--- src/rtl/free_list_nway.sv ---
// N-way physical-register free list: a circular FIFO of free tags with multi-slot alloc/free.
// Optional branch checkpoint/recover of the head pointer is enabled by defining FL_RECOVER_EN.
module free_list_nway #(
  parameter int PREG_NUM = 96,
  parameter int ARCH_NUM = 32,
  parameter int TAG_W    = 7,
  parameter int WAY      = 2,
  localparam int DEPTH   = PREG_NUM - ARCH_NUM,
  localparam int CNT_W   = $clog2(DEPTH + 1),
  localparam int NUM_W   = $clog2(WAY + 1)
) (
  input  logic                   clock,
  input  logic                   reset,
  input  logic [NUM_W-1:0]       id_dispatch_num,
  input  logic [NUM_W-1:0]       rob_retire_num,
  input  logic [WAY*TAG_W-1:0]   rob_retire_tags,
`ifdef FL_RECOVER_EN
  input  logic                   br_checkpoint,
  input  logic                   br_recover,
`endif
  output logic [WAY*TAG_W-1:0]   fl_pr_tags,
  output logic [WAY-1:0]         fl_pr_valid,
  output logic                   fl_stall,
  output logic [CNT_W-1:0]       fl_free_count,
  output logic                   fl_overflow
);

  localparam int PTR_W = (DEPTH > 1) ? $clog2(DEPTH) : 1;
  localparam int EW    = CNT_W + 2;

  // Modulo-DEPTH increment; DEPTH need not be a power of two.
  function automatic logic [PTR_W-1:0] ptr_add(input logic [PTR_W-1:0] p, input logic [EW-1:0] n);
    logic [EW-1:0] s;
    s = EW'(p) + n;
    if (s >= EW'(DEPTH)) s = s - EW'(DEPTH);
    return PTR_W'(s);
  endfunction

  logic [TAG_W-1:0] mem_reg [DEPTH];
  logic [PTR_W-1:0] head_reg, tail_reg, tail_next;
  logic [CNT_W-1:0] count_reg, count_next;
  logic             overflow_reg;
  logic [EW-1:0]    disp_n, ret_n, granted, room, freed, count_ext;
  logic             stall, recover;

  logic [PTR_W-1:0] rd_idx [WAY];
  logic [PTR_W-1:0] wr_idx [WAY];
  logic [WAY-1:0]   wr_en;

`ifdef FL_RECOVER_EN
  logic [PTR_W-1:0] ckpt_reg;
  logic             ckpt_full_reg;
  logic [EW-1:0]    rec_diff;
  logic [CNT_W-1:0] rec_count;
  assign recover = br_recover;
`else
  assign recover = 1'b0;
`endif

  always_comb begin
    disp_n = EW'(id_dispatch_num);
    if (disp_n > EW'(WAY)) disp_n = EW'(WAY);
    ret_n = EW'(rob_retire_num);
    if (ret_n > EW'(WAY)) ret_n = EW'(WAY);
    count_ext  = EW'(count_reg);
    stall      = !recover && (disp_n > count_ext);
    granted    = (stall || recover) ? '0 : disp_n;
    // Frees that would push the count past DEPTH are dropped.
    room       = EW'(DEPTH) - count_ext + granted;
    freed      = (ret_n > room) ? room : ret_n;
    count_next = CNT_W'(count_ext - granted + freed);
    tail_next  = ptr_add(tail_reg, freed);
  end

`ifdef FL_RECOVER_EN
  always_comb begin
    rec_diff = (tail_next >= ckpt_reg) ? (EW'(tail_next) - EW'(ckpt_reg))
                                       : (EW'(tail_next) + EW'(DEPTH) - EW'(ckpt_reg));
    rec_count = (rec_diff == '0 && ckpt_full_reg) ? CNT_W'(DEPTH) : CNT_W'(rec_diff);
  end
`endif

  for (genvar gi = 0; gi < WAY; gi++) begin : g_slot
    assign rd_idx[gi] = ptr_add(head_reg, EW'(gi));
    assign wr_idx[gi] = ptr_add(tail_reg, EW'(gi));
    assign wr_en[gi]  = EW'(gi) < freed;
    assign fl_pr_valid[gi] = !reset && (EW'(gi) < granted);
    assign fl_pr_tags[gi*TAG_W +: TAG_W] = fl_pr_valid[gi] ? mem_reg[rd_idx[gi]] : '0;
  end

  assign fl_stall      = !reset && stall;
  assign fl_free_count = count_reg;
  assign fl_overflow   = overflow_reg;

  always_ff @(posedge clock or posedge reset) begin
    if (reset) begin
      for (int i = 0; i < DEPTH; i++) mem_reg[i] <= TAG_W'(ARCH_NUM + i);
      head_reg     <= '0;
      tail_reg     <= '0;
      count_reg    <= CNT_W'(DEPTH);
      overflow_reg <= 1'b0;
    end else begin
      for (int k = 0; k < WAY; k++) begin
        if (wr_en[k]) mem_reg[wr_idx[k]] <= rob_retire_tags[k*TAG_W +: TAG_W];
      end
      tail_reg     <= tail_next;
      overflow_reg <= overflow_reg | (ret_n > room);
`ifdef FL_RECOVER_EN
      head_reg  <= recover ? ckpt_reg : ptr_add(head_reg, granted);
      count_reg <= recover ? rec_count : count_next;
`else
      head_reg  <= ptr_add(head_reg, granted);
      count_reg <= count_next;
`endif
    end
  end

`ifdef FL_RECOVER_EN
  // The checkpoint captures the pre-edge head; a same-cycle recover still sees the old value.
  always_ff @(posedge clock or posedge reset) begin
    if (reset) begin
      ckpt_reg      <= '0;
      ckpt_full_reg <= 1'b1;
    end else if (br_checkpoint) begin
      ckpt_reg      <= head_reg;
      ckpt_full_reg <= (count_reg == CNT_W'(DEPTH));
    end
  end
`endif

endmodule

--- config.mk ---
export PLATFORM = sky130hd
export DESIGN_NAME = free_list_nway
export DESIGN_NICKNAME = d
export VERILOG_FILES = /design/src/rtl/free_list_nway.sv
export SDC_FILE = /design/constraint.sdc
export NUM_CORES = 2
export LEC_CHECK = 0
export CAP_MARGIN = 25
export CORE_AREA = 10 10 279 281
export DETAILED_ROUTE_END_ITERATION = 16
export DIE_AREA = 0 0 289 291
export SYNTH_ARGS = -nofsm -noshare
export SYNTH_HDL_FRONTEND = slang
export SYNTH_SLANG_ARGS = --single-unit
--- constraint.sdc ---
create_clock -name clock -period 24.5 [get_ports clock]
set_input_delay 4.9 -clock clock [delete_from_list [all_inputs] [get_ports clock]]
set_output_delay 4.9 -clock clock [all_outputs]
set_load 0.005 [all_outputs]
# After elaboration in Yosys (flattened, before gate mapping)
# Index checks and enable logic that the tools add are counted.
[word_totals]
input_bits = 20
ff_bits = 468
[op_classes]
order_cmp = 20
n_bitwise = 5
add_sub_neg = 14
muxes = 26
reduce_logical = 6
[op_table]
columns = ["operator", "n"]
rows = [
  ["$bwmux W448", 2],
  ["$mux W448", 2],
  ["$bmux W7 S6", 2],
  ["$demux W7 S6", 2],
  ["$mux W7", 8],
  ["$ge A7 B7 Y1 const B", 7],
  ["$mux W6", 6],
  ["$sub A6 B1 Y6 const B", 6],
  ["$not A6 Y7", 4],
  ["$lt A1 B9 Y1 const A", 2],
  ["$add A6 B1 Y7 const B", 2],
  ["$ge A6 B7 Y1 const B", 2],
  ["$lt A7 B1 Y1 const B", 2],
  ["$add A6 B9 Y9", 1],
  ["$add A8 B3 Y9", 1],
  ["$ge A9 B7 Y1 const B", 1],
  ["$gt A2 B9 Y1", 1],
  ["$mux W9", 1],
  ["$sub A7 B7 Y8 const A", 1],
  ["$add A6 B2 Y7", 1],
  ["$add A7 B7 Y7", 1],
  ["$gt A2 B7 Y1", 1],
  ["$sub A7 B2 Y7", 1],
  ["$mux W2", 3],
  ["5 further kinds", 11],
]

# Logic depth before layout (Yosys ltp)
[logic_depth]
ltp_word = 11
mapped_depth = 28

# Least setup slack after synthesis
# OpenSTA, ideal clock, no wires.
[synth_timing]
path_kind = "input to output"
start = "in reset"
end = "out fl_pr_tags[0]"
path_buffers = 0
arrival_time_ps = 17897
t_required_ps = 19600
slack_ps = 1703
path_stages = 3
cell_sequence = "inv_1 o21ai_0 nor2b_1"
[synth_via]
elab_chain_cells = 3
[synth_lines]
columns = ["element", "line_no", "source"]
rows = [
  ["start: declaration", "13", "input logic reset,"],
  ["$logic_not A1 Y1 (no source line)", "--", ""],
  ["$logic_and A1 B1 Y1", "87", "assign fl_pr_valid[gi] = !reset && (EW'(gi) < granted);"],
  ["$mux W7", "88", "assign fl_pr_tags[gi*TAG_W +: TAG_W] = fl_pr_valid[gi] ? mem_reg[rd_idx[gi]] : '0;"],
  ["end: declaration", "21", "output logic [WAY*TAG_W-1:0] fl_pr_tags,"],
]
# No other way between the ends.

# Final worst setup path
[layout_timing]
start = "in id_dispatch_num[1]"
end = "out fl_pr_tags[9]"
[layout_via]
elab_chain_cells = 7
[layout_lines]
columns = ["element", "line_no", "source"]
rows = [
  ["start: declaration", "14", "input logic [NUM_W-1:0] id_dispatch_num,"],
  ["$gt A2 B2 Y1", "62", "if (disp_n > EW'(WAY)) disp_n = EW'(WAY);"],
  ["$mux W2 *", "62", ""],
  ["$gt A2 B7 Y1", "66", "stall = !recover && (disp_n > count_ext);"],
  ["$mux W2 *", "67", "granted = (stall || recover) ? '0 : disp_n;"],
  ["$lt A1 B2 Y1 *", "87", ""],
  ["$logic_and A1 B1 Y1 *", "87", ""],
  ["$mux W7 *", "88", ""],
]
# Mark *: on every way between the ends. The rest lies on a longest branch, timed or not.

==> results.yml <==
run_status:
  outcome: "complete, no violations"
routing:
  top_layer: "met5"
  vias: 22963
  drtIter0Drc: 2314
  antenna_left: 0
  vias_per_cell: 6.69
  firstDrtPassIters: 6
  wirelength_um: 111000
  wl_met2_um: 51500
  drt-met1-wl_um: 44600
  wl_met3_um: 9470
  wire_per_inst_um: 32.3
  post-route-drc-count: 0
cells_and_area:
  fillers: 6335
  area_growth_syn_to_layout_pct: 9.29
  antenna_cells: 0
  drive_gt1_share_pct: 30.7
  largest_register_ffs: 448
  fin_nets: 2477
  stdcell_area_um2: 35100
synthesis:
  ys_top_cells_by_count: "776 x mux2i_1, 287 x mux4_2, 243 x dfrtp_1"
  ys_warn_count: 0
  synth_top_area_share_pct: 24.2
  synth_flop_cell: "dfrtp_1"
  syn_avg_cell_area_um2: 12.8
  yosys.cell_count.top_type: "mux2i_1"
  synthArstFlopShare_pct: 100
  netlist_area_um2: 32100
  ys_seq_elements: 468
  ys_seq_area_share_pct: 37.3
  synth.distinct_cells: 68
  synth_area_leader_cell: "mux2i_1"
  ys_top_cells_by_area: "mux2i_1 24%, mux4_2 20%, dfrtp_1 19%"
  synth_edf_count: 0
  syn_inst: 2520
timing:
  slew_headroom_pct: 25.0
  setup_viol: 0
  fin_crit_sh_pct: 51.4
  final.setup.worst_slack_ns: 11.91
  min_period_ns: 12.59
  tightest_slew_ns: 1.12
  hold_viol_final: 0
  setup-tns-final_ns: 0
  rsz0062_at_grt: "no"
  fmax_mhz: 79.4
  fin_skew_ns: 0.0256
  drv_slew: 0
critical_path:
  critical_path_class: "in -> out"
  crit_buf_inv: 3
  critPathMaxStageDelay_ns: 0.56
  reg2reg_to: "fl_free_count[6]"
  rrSetupSlack_ns: 18.22
  worst_setup_path_end_kind: "primary output"
  worstPathArrival_ns: 7.69
  critPathMaxFanout: 8
  cpLargestDelayFamily: "buffers and inverters"
  slowest_stage: "clkdlybuf4s50_1"
  reg2reg_depth: 23
  start_kind: "primary input"
  required_ns: 19.60
  timing.rr.start: "fl_free_count[1]"
  path_cells: "clkdlybuf4s50_1 > ha_1 > nor2b_1 > o211ai_1 > nand2_1 > inv_1 > nand2_1 > a211oi_1 > clkdlybuf4s50_1"
cts:
  h-tree-depth: 2
  hold_buffers: 0
  post-cts-setup-buffer-count: 0
  clk_latency_ns: 0.63
  path_clk_slew_ns: 0.05
  numCtsBuffers: 55
  cts_root_buffer: "clkbuf_16"
  cts_buffer_depth: 3
  ctsResizeCount: 0
  cts_tree: "done"
  numClockSinks: 468
global_route:
  grt_max_degree: 164
  antenna_found_initial: 4
  grt_pass1_wl_um: 165000
  gr-total-overflow: 0
  first_global_vias: 23458
  grt.total_usage_pct: 26.1
worst_hold_path:
  hold_path_class: "reg -> reg"
  min_to: "mem_reg[60]"
  hold_depth: 2
  min_from: "mem_reg[60]"
placement:
  gp_congestion: 0.972
  place_ws_ns: 11.89
  placed_area_um2: 33200
  portBuffers: 44
  dp_hpwl_um: 74100
power_and_ir_drop:
  powerDensity_nw_per_um2: 162
  irDropWorstVdd_mv: 0.0811
  leakagePower_uw: 0.0164
die:
  start_util_pct: 44.4
  die_w_um: 289
  coreArea_um2: 72300
  dieArea_um2: 84100
  ios: 45
  die_h_um: 291
  rows: 99
flow_run:
  cap_violations: 0
## area by class of cell
cell class                      count  area [um^2]  area share, %
Inverter                           69          267          0.758
Sequential cell                   468        12000           34.2
Timing Repair Buffer               99          835           2.38
Clock buffer                       89         1710           4.85
Tap cell                          959         1200           3.41
Clock inverter                     15          196          0.559
Multi-Input combinational cell   1732        18900           53.9
## worst max path at each step
stage	to	cells after the start	start	slack, ns
after floorplan	fl_pr_tags[0]	3	reset	1.70
after global placement	fl_pr_tags[10]	9	id_dispatch_num[1]	11.99
after detailed placement	fl_pr_tags[12]	9	id_dispatch_num[1]	11.89
after CTS	fl_pr_tags[12]	9	id_dispatch_num[1]	11.89
after global routing	fl_pr_tags[12]	9	id_dispatch_num[1]	11.73
final	fl_pr_tags[9]	9	id_dispatch_num[1]	11.91
## per-stage QoR
step	total power, uW	std cells	utilization (%)	hold WS, ns
2_1_floorplan	3700	2525	-	0.456
3_3_place_gp	4670	3324	45.9	0.467
3_5_place_dp	4760	3325	45.9	0.471
4_1_cts	5640	3429	48.5	0.491
5_1_grt	5930	3431	48.6	0.504
6_report	5690	3431	48.6	0.487
## placed cells by master (no fill, tap or decap), drive strengths merged, types with 12 or more instances in the layout
cell type	count
mux2i	776
mux4	287
dfrtp	243
dfstp	225
clkbuf	89
nand2	86
a21oi	85
nor3	80
inv	71
nor2	66
buf	62
a31oi	48
clkdlybuf4s50	37
nand3	32
ha	27
nor2b	23
nor4	22
or4	18
xnor2	18
a211oi	16
or3	15
nand4	13
a22oi	12
## kinds of logic after synthesis
kind of cell	Yosys count	share of synthesized area [%]
XOR/XNOR	24	0.654
AO/OA/AOI/OAI	213	4.20
buffers and inverters	325	4.17
AND/OR/NAND/NOR	390	7.91
other	2	0.0234
flip-flops	468	37.3
multiplexers	1066	44.4
adder cells (fa/ha/maj)	32	1.36
## routing by layer
metal	up-vias	global-route usage (%)
met1	12146	34.7
met3	252	5.96
met5	-	0
li1	9441	-
met4	2	10.8
met2	1122	40.7
## power by group
group | internal [uW] | switching (uW)
Sequential | 1290 | 372
Clock | 517 | 351
Combinational | 1490 | 1660
Total | 3300 | 2380
## worst reg2reg max path: cells and delay by family, from the launching register on
family,cells,cell delay (ns)
compound gates,8,1.90
xor+xnor,1,0.14
fa+ha+maj,6,2.19
buf+inv,5,0.47
flops,1,0.48
simple gates,3,1.01
Power figures use the tool's default switching activity.
